<file path="config.mk">
export PLATFORM = sky130hd
export DESIGN_NAME = ld_time_sync_loader
export DESIGN_NICKNAME = d
export VERILOG_FILES = /design/src/rtl/ld_time_sync_loader.sv
export SDC_FILE = /design/constraint.sdc
export NUM_CORES = 1
export LEC_CHECK = 0
export ABC_AREA = 1
export BUFFER_PORTS_ARGS = -buffer_cell sky130_fd_sc_hd__buf_2
export CORE_ASPECT_RATIO = 1.25
export CORE_MARGIN = 3
export CORE_UTILIZATION = 55
export CTS_CLUSTER_DIAMETER = 60
export CTS_CLUSTER_SIZE = 24
export DETAILED_ROUTE_END_ITERATION = 16
export PLACE_DENSITY_LB_ADDON = 0.1
export REMOVE_ABC_BUFFERS = 1
export SLEW_MARGIN = 20
export SYNTH_ARGS = -nofsm -noshare
export SYNTH_HDL_FRONTEND = slang
export SYNTH_SLANG_ARGS = --single-unit
</file>
<file path="constraint.sdc">
create_clock -name user_clk -period 3.2 [get_ports user_clk]
set_clock_uncertainty 0.05 [all_clocks]
set_input_delay 0.32 -clock user_clk [delete_from_list [all_inputs] [get_ports user_clk]]
set_output_delay 0.32 -clock user_clk [all_outputs]
set_load 0.01 [all_outputs]
</file>
<file path="src/rtl/ld_time_sync_loader.sv">
// ld_time_sync_loader
//
// Purpose: holds a free-running sample timestamp counter in the user_clk
// domain. A software arm (rising edge of `arm`) captures the load words.
// The next rising edge of the external sync pulse then loads the counter
// with {ld_time_msw, ld_time_lsw}, truncated to CNT_WIDTH bits. Armed and
// loaded status is reported back to software.
//
// Parameters:
//   CNT_WIDTH    timestamp width, 33..64
//   ARM_TIMEOUT  ARMED cycles without a sync edge before the arm is
//                abandoned; 0 disables the timeout
//
// Ports:
//   user_clk       in   sole clock, rising edge
//   user_rst_n     in   asynchronous active-low reset
//   ld_time_msw    in   upper 32 bits of the load value
//   ld_time_lsw    in   lower 32 bits of the load value
//   arm            in   software arm level (rising edge = arm event)
//   sync_in        in   external sync level (rising edge = sync event)
//   timestamp_out  out  current timestamp
//   ts_valid       out  high once any load has completed
//   armed          out  high while waiting for a sync edge
//   loaded_pulse   out  one-cycle strobe when the loaded value appears
//   load_count     out  completed loads, saturating at 0xFFFF
//   timeout_flag   out  sticky arm-timeout indication, cleared by next arm
//
// Build option: define LD_TIME_SYNC_CDC_EN to pass sync_in through a
// 2-flop synchroniser (sync edge to load latency becomes 3 cycles).
// Leave it undefined only when sync_in is synchronous to user_clk.

module ld_time_sync_loader #(
  parameter int unsigned CNT_WIDTH   = 64,
  parameter logic [31:0] ARM_TIMEOUT = 32'd0
) (
  input  logic                 user_clk,
  input  logic                 user_rst_n,
  input  logic [31:0]          ld_time_msw,
  input  logic [31:0]          ld_time_lsw,
  input  logic                 arm,
  input  logic                 sync_in,
  output logic [CNT_WIDTH-1:0] timestamp_out,
  output logic                 ts_valid,
  output logic                 armed,
  output logic                 loaded_pulse,
  output logic [15:0]          load_count,
  output logic                 timeout_flag
);

  typedef enum logic [1:0] {
    ST_IDLE,
    ST_ARMED,
    ST_RUNNING
  } state_t;

  state_t state;
  state_t state_next;

  logic                 sync_s;
  logic                 arm_prev;
  logic                 sync_prev;
  logic                 arm_evt;
  logic                 sync_evt;
  logic [63:0]          ld_word;
  logic [CNT_WIDTH-1:0] hold;
  logic                 from_idle;
  logic [31:0]          tmo_cnt;
  logic                 tmo_expire;
  logic                 do_capture;
  logic                 do_load;
  logic                 do_timeout;

`ifdef LD_TIME_SYNC_CDC_EN
  logic sync_meta;
  logic sync_sync;

  // Synchroniser flops reset high so a sync level already high at reset
  // release is not mistaken for an edge.
  always_ff @(posedge user_clk or negedge user_rst_n) begin
    if (!user_rst_n) begin
      sync_meta <= 1'b1;
      sync_sync <= 1'b1;
    end else begin
      sync_meta <= sync_in;
      sync_sync <= sync_meta;
    end
  end

  assign sync_s = sync_sync;
`else
  assign sync_s = sync_in;
`endif

  // Previous-sample flops reset high: a level high at reset release is not an event.
  always_ff @(posedge user_clk or negedge user_rst_n) begin
    if (!user_rst_n) begin
      arm_prev  <= 1'b1;
      sync_prev <= 1'b1;
    end else begin
      arm_prev  <= arm;
      sync_prev <= sync_s;
    end
  end

  assign arm_evt  = arm & ~arm_prev;
  assign sync_evt = sync_s & ~sync_prev;
  assign ld_word  = {ld_time_msw, ld_time_lsw};

  // Expiry fires in the ARM_TIMEOUT-th cycle spent in ARMED.
  assign tmo_expire = (ARM_TIMEOUT != 32'd0) &&
                      (({1'b0, tmo_cnt} + 33'd1) == {1'b0, ARM_TIMEOUT});

  always_ff @(posedge user_clk or negedge user_rst_n) begin
    if (!user_rst_n) begin
      state <= ST_IDLE;
    end else begin
      state <= state_next;
    end
  end

  // In ARMED a sync edge beats both a coincident arm edge and expiry.
  always_comb begin
    state_next = state;
    do_capture = 1'b0;
    do_load    = 1'b0;
    do_timeout = 1'b0;
    case (state)
      ST_IDLE, ST_RUNNING: begin
        if (arm_evt) begin
          do_capture = 1'b1;
          state_next = ST_ARMED;
        end
      end
      ST_ARMED: begin
        if (sync_evt) begin
          do_load    = 1'b1;
          state_next = ST_RUNNING;
        end else if (arm_evt) begin
          do_capture = 1'b1;
        end else if (tmo_expire) begin
          do_timeout = 1'b1;
          state_next = from_idle ? ST_IDLE : ST_RUNNING;
        end
      end
      default: state_next = ST_IDLE;
    endcase
  end

  always_ff @(posedge user_clk or negedge user_rst_n) begin
    if (!user_rst_n) begin
      hold          <= '0;
      from_idle     <= 1'b0;
      tmo_cnt       <= '0;
      timeout_flag  <= 1'b0;
      timestamp_out <= '0;
      ts_valid      <= 1'b0;
      armed         <= 1'b0;
      loaded_pulse  <= 1'b0;
      load_count    <= '0;
    end else begin
      if (do_capture) begin
        hold         <= ld_word[CNT_WIDTH-1:0];
        tmo_cnt      <= '0;
        timeout_flag <= 1'b0;
        // A re-arm inside ARMED keeps the state to fall back to.
        if (state != ST_ARMED) begin
          from_idle <= (state == ST_IDLE);
        end
      end else if (state == ST_ARMED && ARM_TIMEOUT != 32'd0) begin
        tmo_cnt <= tmo_cnt + 32'd1;
      end

      if (do_timeout) begin
        timeout_flag <= 1'b1;
      end

      if (do_load) begin
        timestamp_out <= hold;
      end else if (state != ST_IDLE) begin
        timestamp_out <= timestamp_out + 1'b1;
      end

      loaded_pulse <= do_load;
      armed        <= (state_next == ST_ARMED);

      if (do_load) begin
        ts_valid <= 1'b1;
        if (load_count != 16'hFFFF) begin
          load_count <= load_count + 16'd1;
        end
      end
    end
  end

endmodule
</file>
[Word level (Yosys, flattened, before mapping)]
Cells that the tools add are included.
Storage, ports and cells
  output and inout port bits: 84
  input port bits: 68
  word-level logic and storage cells: 34
  memories: 0
  register bits: 151
  memory bits (read-only): 0
  memory bits (writable): 0
  latch bits: 0
Cells by class
  equality and inequality tests: 4
  divide/modulo/power cells: 0
  shift operators: 0
  order comparisons: 0
  $mul: 0
  reduce and logical (&&, ||, !) cells: 5
  muxes and demuxes: 10
  add/sub/neg operators: 2
  bitwise gates (word level): 4
Operators by type and width (count)
  $mux W64: 2
  $add A64 B1 Y64 const B: 1
  $add A16 B1 Y16 const B: 1
  $ne A16 B16 Y1 const B: 1
  $eq A2 B1 Y1 const B: 2
  $mux W1: 4
  $mux W2: 2
  $pmux W2 S2: 1
  $reduce_bool A2 Y1: 2
  $and A1 B1 Y1: 2
  $eq A2 B2 Y1 const B: 1
  $logic_not A2 Y1: 1
  $not A1 Y1: 2
  $pmux W1 S2: 1
  $reduce_and A2 Y1: 1
  $reduce_or A2 Y1: 1

[Longest topological paths before layout]
Gate-level depths: netlist (run 1).
  word-level depth: 5
  depth in mapped cells: 11
  depth with buffers taken out: 11

[Worst setup path after synthesis (run 1)]
OpenSTA, ideal clock, no wires.
  path kind: register to register
  start: reg load_count[0]
  end: reg load_count[11]
  stages on the path, launching flop included: 11
  setup slack: 1.496 ns
  clock period less this slack: 1.704 ns
  data arrival time: 1.531 ns
  library setup time: 0.123 ns
  path buffers: 0
  cell sequence: dfrtp_1 ha_1 nand2_1 nand3b_1 nor2_2 nand2_1 nand2_4 nor2_1 inv_1 o21ai_0 nand2_1
Between the ends
  word-level cells in the longest chain between the ends: 2
Ends and longest elaborated chain
  start: declaration: RTL line 46  | output logic [15:0] load_count,
  start signal: assignment: RTL line 189  | load_count <= load_count + 16'd1;
  parallel branches: the longest is 2 deep, another holds $add A16 B1 Y16
Several ways; the timed one is not identified.
A chain may end at the register's enable or synchronous reset.

[Worst setup path after layout (run 1)]
  start: in sync_in
  end: reg hold[37]
Between the ends
  word-level cells in the longest chain between the ends: 3
Ends and longest elaborated chain
  start: declaration: RTL line 41  | input logic sync_in,
  $and A1 B1 Y1: RTL line 106  | assign sync_evt = sync_s & ~sync_prev;
  $mux W1: RTL line 135  | if (sync_evt) begin
  $pmux W1 S2: RTL line 127  | case (state)
  end signal: assignment: RTL line 162  | hold <= ld_word[CNT_WIDTH-1:0];
  end: declaration: RTL line 65  | logic [CNT_WIDTH-1:0] hold;
Every way passes these cells.

==> qor.yml, run 1 <==
worst_setup_path:
  critPathKind: "in2reg"
  startpoint_type: "input port"
  reg2reg_to: "hold[37]$_DFFE_PN0P_"
  cp.required_ns: 3.45
  reg2reg_from: "sync_prev$_DFF_PN1_"
  cp-end-kind: "flop"
  slowest_stage: "nand3_4"
  crit_path_max_fanout: 71
  r2r_slack_ns: 0.95
  worstPathArrival_ns: 2.58
  worst-path-buf-inv: 3
  worstRegToRegCells: 4
  max_stage_delay_ns: 0.73
  path_cells: "dlygate4sd3_1 > buf_2 > inv_1 > nor2_1 > nand2_1 > nand3_4 > mux2_2"
  cpLargestDelayFamily: "simple AND/OR/NAND/NOR gates"
  cp.depth: 7
yosys:
  synth_common_cells: "nand2_1, dfrtp_1, nor2_1"
  syn_avg_cell_area_um2: 7.68
  seq_area_frac_synth: 0.444
  synth_edf_count: 0
  synthDistinctLibCells: 33
  async_flop_share: 1.00
  synth_top_area_share: 0.438
  syn_area_um2: 8510
  ys.flop_type: "dfrtp_1"
  yosys-top-cells-area: "dfrtp_1, nand2_1, mux2_2"
  ys_seq_elements: 151
  synth_cells: 1109
  yosys_warnings: 0
  synth_top_area_cell: "dfrtp_1"
  synth.most_common_cell: "nand2_1"
worst_hold_path:
  hold_path.class: "in2reg"
  min_to: "hold[1]$_DFFE_PN0P_"
  min_path_cells: 2
  min_from: "ld_time_lsw[1]"
floorplanning:
  core_area_um2: 15100
  die_area_um2: 17000
  num_rows: 50
  design.portCount: 152
  start_util: 0.565
  die_y_um: 145
  die_x_um: 117
sta:
  setup-violations-final: 0
  slew_headroom: 0.370
  tns_ns: 0
  fmax_ghz: 0.428
  tightest_slew_ns: 0.945
  min_period_over_period: 0.730
  rsz0062_at_grt: "no"
  slew_viol_final: 0
  setup_ws_ns: 0.863
  hold_slack_ns: 0.0684
  fin_crit_ns: 2.34
  hold_viol: 0
power_and_ir_drop:
  leakage_uw: 0.00491
  combinationalPowerShare: 0.374
  powerDensity_nw_per_um2: 877
  p_sw_frac: 0.413
  p_switching_uw: 3670
  power.clock.fraction: 0.229
  p_seq_frac: 0.396
  intPower_uw: 5210
  ir_drop_uv: 1140
clocking:
  clockRootBuffer: "clkbuf_16"
  cts_tree: "built"
  clkLatencyLatePin_ns: 0.43
  post-cts-setup-buffers: 0
  clk_pin_slew_ns: 0.06
  cts_hold_buf: 3
  cts_sinks: 151
  cts_resized: 0
  cts_buffers: 17
  cts_max_level: 4
  ctsLongestPathBuffers: 2
place:
  io_buffers: 150
  place_ws_ns: 0.942
  place_area_um2: 9490
  dp_hpwl_um: 17000
  gp_congestion: 0.952
layout:
  diodes: 0
  final_util: 0.671
  syn2layout_area_growth_pct: 18.9
  fin_area_um2: 10100
  drive_gt1_frac: 0.218
  final_nets: 1325
  fill_cells: 1350
routing:
  wire_per_inst_um: 15.7
  drt_iter0_markers: 631
  viasPerCell: 5.22
  wl_um: 23100
  vias: 7711
  dr.pass1.iters: 5
  detail-route-antenna-nets: 0
  drcViolationCount: 0
global_routing:
  grt_pass1_vias: 7606
  antenna_found_initial: 0
  grt_max_degree: 72
  grtUsageTotal: 0.281
  gr-total-overflow: 0
  grt_pass1_wl_um: 37700
status:
  status: "completed"
flow_run:
  cap_violations: 0
[worst reg2reg max path, delay by kind of cell (launching register included)]
kind | cells | cell delay [ns]
mux | 1 | 0.61
simple gates | 3 | 0.94
flops | 1 | 0.52
[worst max path at each step]
stage                         from                      endpoint  slack [ns]
6_report                   sync_in          hold[37]$_DFFE_PN0P_        0.86
5_1_grt                    sync_in          hold[37]$_DFFE_PN0P_        0.72
4_1_cts                    sync_in          hold[37]$_DFFE_PN0P_        0.86
3_5_place_dp   sync_prev$_DFF_PN1_          hold[37]$_DFFE_PN0P_        0.94
3_3_place_gp   sync_prev$_DFF_PN1_          hold[31]$_DFFE_PN0P_        0.98
2_1_floorplan   state[1]$_DFF_PN0_  timestamp_out[8]$_DFFE_PN0P_       -0.82
[final cells by class]
class / count / area (um^2) / share of cell area
sequential: 151 / 3780 / 0.374
tap: 208 / 260 / 0.0257
clock inverter: 12 / 140 / 0.0138
clock buffer: 20 / 457 / 0.0451
inverter: 105 / 397 / 0.0392
timing repair buffer: 161 / 872 / 0.0862
multi-input combinational: 819 / 4210 / 0.416
[layer usage]
metal	part of all wire	vias up	track usage
met2	0.49	225	0.463
met3	0.050	45	0.0451
met4	0.032	0	0.114
met1	0.42	3615	0.363
met5	0	-	0
li1	-	3826	-
[registers in the layout, indices dropped and copies added (netlist names)]
| name | count |
|---|---|
| hold | 64 |
| timestamp_out | 64 |
| load_count | 16 |
| state | 2 |
| arm_prev | 1 |
| armed | 1 |
| loaded_pulse | 1 |
| sync_prev | 1 |
| ts_valid | 1 |
[through the flow]
step | std cells | total power (uW)
after detailed placement | 1441 | 6860
after global routing | 1476 | 9580
after global placement | 1441 | 6760
after CTS | 1476 | 8930
after floorplan | 1075 | 5540
final | 1476 | 8880
[logic make-up after synthesis]
kind of cell / share of synthesized area
AOI/OAI and AO/OA: 0.0832
adders and majority gates: 0.00294
and+or+nand+nor: 0.290
buffers and inverters: 0.0632
other: 0.000441
DFF: 0.444
xor gates and xnor gates: 0.0401
muxes: 0.0754
[power groups by stage]
| stage | registers [uW] | logic [uW] | clock network, uW |
|---|---|---|---|
| after floorplan | 3460 | 2090 | 0 |
| after global placement | 3520 | 3240 | 0 |
| after detailed placement | 3530 | 3330 | 0 |
| after CTS | 3510 | 3360 | 2060 |
| after global routing | 3620 | 3800 | 2160 |
| final | 3520 | 3320 | 2040 |
[cells in the final DEF (no fill, tap or decap), types with 8 or more instances in the layout]
| cell type | count |
|---|---|
| clkbuf_16 | 17 |
| o21ai_1 | 13 |
| xnor2_1 | 11 |
| dfrtp_1 | 149 |
| nand2_1 | 346 |
| o21ai_0 | 82 |
| inv_1 | 103 |
| o21bai_1 | 15 |
| xor2_1 | 28 |
| nor2_1 | 143 |
| buf_2 | 149 |
| mux2_2 | 57 |
| nor2_4 | 8 |
| a21oi_1 | 16 |
| nand4_1 | 17 |
| nand3_1 | 45 |
Power figures use the tool's default switching activity.
==> run 2: changes to the inputs <==
- CORE_UTILIZATION: 55 -> 51
- clock period: 3.2 -> 2.03 ns (I/O delays scaled with it)
==> qor.yml, run 2 (synthesis results as in run 1) <==
status:
  status: "completed"
worst_setup_path:
  reg2reg_from: "timestamp_out[34]$_DFFE_PN0P_"
  cp.required_ns: 2.30  # -1.15 ns
  path_cells: "nand2_1 > nor2_1 > nand2_1 > nor2_1 > nand2_1 > o21ai_0 > nand3_1 > nand2_1 > nand2_1"
  crit_path_max_fanout: 6  # -92%
  crit_start: "timestamp_out[34]$_DFFE_PN0P_"
  startpoint_type: "flop"
  critPathKind: "reg2reg"
  slowest_stage: "dfrtp_1"
  worstPathArrival_ns: 2.14  # -0.44 ns
  critPathMostFrequentCell: "nand2_1"
  cp-end-kind: "flop"
  max_stage_delay_ns: 0.49  # -0.24 ns
layout:
  drive_gt1_frac: 0.224  # +0.00549
  fill_cells: 1413  # +4.7%
  final_nets: 1410  # +6.4%
  syn2layout_area_growth_pct: 28.8
  top_regs: "hold x64, timestamp_out x64, load_count x16"
  fin_cells: 1569  # +6.3%
  mostFrequentLayoutCell: "nand2_1"
  layout_common_cells: "nand2_1, buf_2, dfrtp_1"
  diodes: 0  # unchanged
sta:
  slew_viol_final: 0  # unchanged
  fmax_ghz: 0.534
  tns_ns: 0  # unchanged
  setup_ws_ns: 0.158  # -0.706 ns
  fin_crit_ns: 1.87
  rsz0062_at_grt: "no"
  min_period_over_period: 0.922
  setup-violations-final: 0  # unchanged
  hold_viol: 0  # unchanged
routing:
  wl_um: 24900  # +7.4%
  drcViolationCount: 0  # unchanged
  wl_met3_um: 1130  # -1.8%
  drt_iter0_markers: 462  # -27%
  viasPerCell: 5.10  # -2.3%
  vias: 8008  # +3.9%
  met1_length_um: 10500  # +6.8%
  met2WireLength_um: 12600  # +10%
  topRoutingLayerUsed: "met4"
  detail-route-antenna-nets: 0  # unchanged
  wire_per_inst_um: 15.8  # +1.1%
  dr.pass1.iters: 5  # unchanged
global_routing:
  grt_max_degree: 58  # -19%
  gr-total-overflow: 0  # unchanged
  antenna_found_initial: 0  # unchanged
  grtUsageTotal: 0.279  # -0.00232
  grt_pass1_wl_um: 39900  # +5.6%
  grt_pass1_vias: 7920  # +4.1%
place:
  dp_hpwl_um: 18000  # +6.0%
  dp_cells: 1470  # +2.0%
  io_buffers: 150  # unchanged
  place_ws_ns: 0.0955  # -0.846 ns
  gp_congestion: 0.951  # -0.12%
floorplanning:
  core_area_um2: 16300  # +7.9%
  design.portCount: 152  # unchanged
  start_util: 0.523  # -0.0413
  num_rows: 52  # +4.0%
  die_x_um: 122  # +3.6%
  die_area_um2: 18300  # +7.5%
  die_y_um: 150  # +3.7%
clocking:
  cts_max_level: 4  # unchanged
  ctsLongestPathBuffers: 2  # unchanged
  cts_sinks: 151  # unchanged
  cts_tree: "built"
  clockRootBuffer: "clkbuf_16"
  post-cts-setup-buffers: 0  # unchanged
  clkLatencyLatePin_ns: 0.43  # about the same
  clk_pin_slew_ns: 0.07  # about the same
  cts_buffers: 17  # unchanged
power_and_ir_drop:
  ir_drop_uv: 811  # -29%
  powerDensity_nw_per_um2: 1310  # +49%
  leakage_uw: 0.00528  # +7.5%
flow_run:
  cap_violations: 0  # unchanged
worst_hold_path:
  hold_path.class: "in2async"
==> run 2: cell count changes in the layout (fill, tap and decap cells not counted), moves of 3 or more <==
cell | previous run | this run
dlygate4sd3_1 | 3 | 67
buf_4 | 6 | 23
buf_12 | 2 | 6
clkinvlp_4 | 0 | 3
nor2_1 | 143 | 140
nor2_2 | 5 | 8
==> run 2: layout make-up <==
| cell class | count | area (um^2) | area share |
|---|---|---|---|
| clock buffers | 23 | 478 | 0.0436 |
| clock inverters | 9 | 92.6 | 0.00844 |
| inverters | 105 | 397 | 0.0362 |
| multi-input cells | 819 | 4230 | 0.385 |
| flip-flops and latches | 151 | 3780 | 0.345 |
| well taps | 216 | 270 | 0.0246 |
| repair buffers | 246 | 1720 | 0.157 |
==> run 2: power by group <==
part           leakage [uW]  internal [uW]  total [uW]  switching [uW]
Combinational       0.00320           2390        5790            3410
Clock              0.000270           1790        3070            1270
Sequential          0.00181           4190        5460            1270
Total               0.00528           8370       14300            5950
==> run 2: routing by layer <==
layer,track usage,vias to the layer above
li1,-,3995
met3,0.0519,32
met1,0.343,3761
met2,0.485,220
met4,0.106,0
met5,0,-
==> run 2: critical path: cells and delay by family (launching register included) <==
family	cells	cell delay, ns
and+or+nand+nor	8	1.02
DFF	1	0.49
AOI/OAI and AO/OA	1	0.20
==> run 2: repair_timing <==
action,in CTS,in global routing
resized for setup,0,7
hold buffers,67,0
setup endpoints to repair,0,9
endpoints found under the hold margin,186,0
==> run 2: final timing paths <==
kind | end | slack (ns) | cells past startpoint
setup reg to reg | timestamp_out[62]$_DFFE_PN0P_ | 0.16 | 9
max in group asynchronous | timestamp_out[25]$_DFFE_PN0P_ | 1.05 | 3
hold reg to reg | ts_valid$_DFFE_PN0P_ | 0.44 | 1
min in group user_clk | arm_prev$_DFF_PN1_ | 0.39 | 2
setup / recovery | timestamp_out[62]$_DFFE_PN0P_ | 0.16 | 9
hold / removal | hold[56]$_DFFE_PN0P_ | 0.16 | 2
==> run 2: per-stage QoR <==
| step | total power [uW] | utilization | hold WS [ns] | cell area (um^2) |
|---|---|---|---|---|
| 5_1_grt | 15400 | 0.674 | 0.178 | 11000 |
| 2_1_floorplan | 8740 | - | -0.143 | 8370 |
| 3_5_place_dp | 11100 | 0.597 | 0.0482 | 9710 |
| 6_report | 14300 | 0.674 | 0.158 | 11000 |
| 3_3_place_gp | 11000 | 0.597 | 0.0491 | 9710 |
| 4_1_cts | 14400 | 0.673 | 0.153 | 11000 |
==> run 3: changes to the inputs <==
- PLACE_DENSITY: not set -> 0.77
- PLACE_DENSITY_LB_ADDON: 0.1 -> not set
==> qor.yml, run 3 (synthesis results as in run 1) <==
place:
  place_ws_ns: 0.0893  # -0.00618 ns
  io_buffers: 150  # unchanged
  dp_hpwl_um: 17800  # -1.2%
  dp_cells: 1466  # -0.27%
  gp_congestion: 1.00  # +5.4%
worst_setup_path:
  critPathKind: "reg2reg"
  crit_path_max_fanout: 6  # unchanged
  worstPathArrival_ns: 2.17  # +0.03 ns
  r2r_slack_ns: 0.13  # -0.03 ns
  cp.required_ns: 2.30  # about the same
  reg2reg_from: "timestamp_out[48]$_DFFE_PN0P_"
  worstRegToRegCells: 9  # unchanged
  cp-end-kind: "flop"
  reg2reg_to: "timestamp_out[58]$_DFFE_PN0P_"
  startpoint_type: "flop"
worst_hold_path:
  hold_path.class: "in2async"
clocking:
  cts_buffers: 17  # unchanged
  clk_pin_slew_ns: 0.07  # about the same
  cts_max_level: 4  # unchanged
  cts_sinks: 151  # unchanged
  ctsLongestPathBuffers: 2  # unchanged
  cts_tree: "built"
  clockRootBuffer: "clkbuf_16"
  clkLatencyLatePin_ns: 0.42  # about the same
floorplanning:
  design.portCount: 152  # unchanged
  die_y_um: 150  # unchanged
  die_area_um2: 18300  # unchanged
  die_x_um: 122  # unchanged
  start_util: 0.523  # unchanged
  core_area_um2: 16300  # unchanged
  num_rows: 52  # unchanged
routing:
  drcViolationCount: 0  # unchanged
  wl_met3_um: 1640  # +45%
  dr.pass1.iters: 5  # unchanged
  wl_um: 24700  # -0.60%
  drt_iter0_markers: 483  # +4.5%
  viasPerCell: 5.25  # +2.8%
  detail-route-antenna-nets: 0  # unchanged
  wire_per_inst_um: 15.8  # -0.35%
  vias: 8212  # +2.5%
  topRoutingLayerUsed: "met4"
  met2WireLength_um: 12100  # -3.8%
  met1_length_um: 10200  # -2.7%
status:
  status: "completed"
power_and_ir_drop:
  leakage_uw: 0.00528  # about the same
  ir_drop_uv: 926  # +14%
  powerDensity_nw_per_um2: 1320  # +1.1%
  total_power_uw: 14500  # +1.2%
layout:
  seq_area_um2: 3780  # about the same
  multi_input_area_um2: 4230  # +0.12%
  fin_cells: 1565  # -0.25%
  top_regs: "hold x64, timestamp_out x64, load_count x16"
  diodes: 0  # unchanged
  final_nets: 1406  # -0.28%
  mostFrequentLayoutCell: "nand2_1"
  layout_common_cells: "nand2_1, dfrtp_1, buf_2"
  fill_cells: 1355  # -4.1%
  drive_gt1_frac: 0.220  # -0.00378
  syn2layout_area_growth_pct: 29.0
global_routing:
  grt_max_degree: 72  # +24%
  grtUsageTotal: 0.275  # -0.00322
  gr-total-overflow: 0  # unchanged
  grt_pass1_wl_um: 39700  # -0.29%
  grt_pass1_vias: 7802  # -1.5%
  antenna_found_initial: 0  # unchanged
sta:
  fmax_ghz: 0.527  # -1.4%
  tns_ns: 0  # unchanged
  slew_viol_final: 0  # unchanged
  hold_viol: 0  # unchanged
  setup-violations-final: 0  # unchanged
  slew_headroom: 0.569
  setup_ws_ns: 0.131  # -0.0264 ns
  fin_crit_ns: 1.90  # +0.0264 ns
  tightest_slew_ns: 0.646
  min_period_over_period: 0.935  # +0.0130
  rsz0062_at_grt: "no"
flow_run:
  cap_violations: 0  # unchanged
## run 3: cell types whose count changed in the layout (fill, tap and decap cells not counted)
| cell | before | now |
|---|---|---|
| buf_4 | 23 | 17 |
| clkbuf_1 | 3 | 5 |
| nor2_1 | 140 | 138 |
| clkinvlp_4 | 3 | 2 |
| clkinv_4 | 2 | 1 |
| bufinv_16 | 1 | 3 |
| buf_12 | 6 | 8 |
| nor2_2 | 8 | 10 |
| clkbuf_8 | 3 | 0 |
| dfrtp_2 | 2 | 0 |
| dfrtp_1 | 147 | 149 |
| inv_6 | 2 | 3 |
## run 3: what timing repair did
action                     4_1_cts  5_1_grt
resized for setup                0        7
setup buffers                    0        0
hold buffers                    67        0
setup endpoints to repair        0        8
hold endpoints to repair       177        0
## run 3: layer usage
metal,vias up,track usage
met2,299,0.460
li1,3991,-
met1,3869,0.354
met5,-,0
met3,53,0.0560
met4,0,0.103
## run 3: power breakdown
group          leakage (uW)  total [uW]  switching (uW)  internal [uW]
Sequential          0.00181        5480            1290           4190
Clock              0.000280        3220            1280           1950
Combinational       0.00319        5790            3390           2400
## run 3: cell type report
cell class / instances / share of cell area
timing repair buffer: 242 / 0.156
clock buffer: 22 / 0.0404
inverter: 105 / 0.0361
tap: 216 / 0.0246
sequential: 151 / 0.344
multi-input combinational: 819 / 0.385
clock inverter: 10 / 0.0132
## run 3: how the worst max path moves through the flow
stage / start / to / cells after the start
global placement: timestamp_out[1]$_DFFE_PN0P_ / timestamp_out[38]$_DFFE_PN0P_ / 10
global route: timestamp_out[2]$_DFFE_PN0P_ / timestamp_out[61]$_DFFE_PN0P_ / 9
CTS: timestamp_out[0]$_DFFE_PN0P_ / timestamp_out[38]$_DFFE_PN0P_ / 10
floorplan: state[1]$_DFF_PN0_ / timestamp_out[8]$_DFFE_PN0P_ / 4
finish: timestamp_out[48]$_DFFE_PN0P_ / timestamp_out[58]$_DFFE_PN0P_ / 9
detailed placement: timestamp_out[0]$_DFFE_PN0P_ / timestamp_out[38]$_DFFE_PN0P_ / 10
## run 3: stage by stage
step / cell area, um^2 / utilization / hold WS (ns)
2_1_floorplan: 8370 / - / -0.143
3_3_place_gp: 9710 / 0.597 / 0.0674
3_5_place_dp: 9710 / 0.597 / 0.0650
4_1_cts: 11000 / 0.674 / 0.188
5_1_grt: 11000 / 0.675 / 0.211
6_report: 11000 / 0.675 / 0.185
## run 3: critical path, cell delays in order (launching register included)
cell     delay, ns
dfrtp_1       0.48
nand2_1       0.17
nor2_1        0.22
nand2_1       0.12
nor2_1        0.27
nand2_1       0.17
o21ai_1       0.14
nand3_1       0.07
nand2_1       0.06
nand2_1       0.04
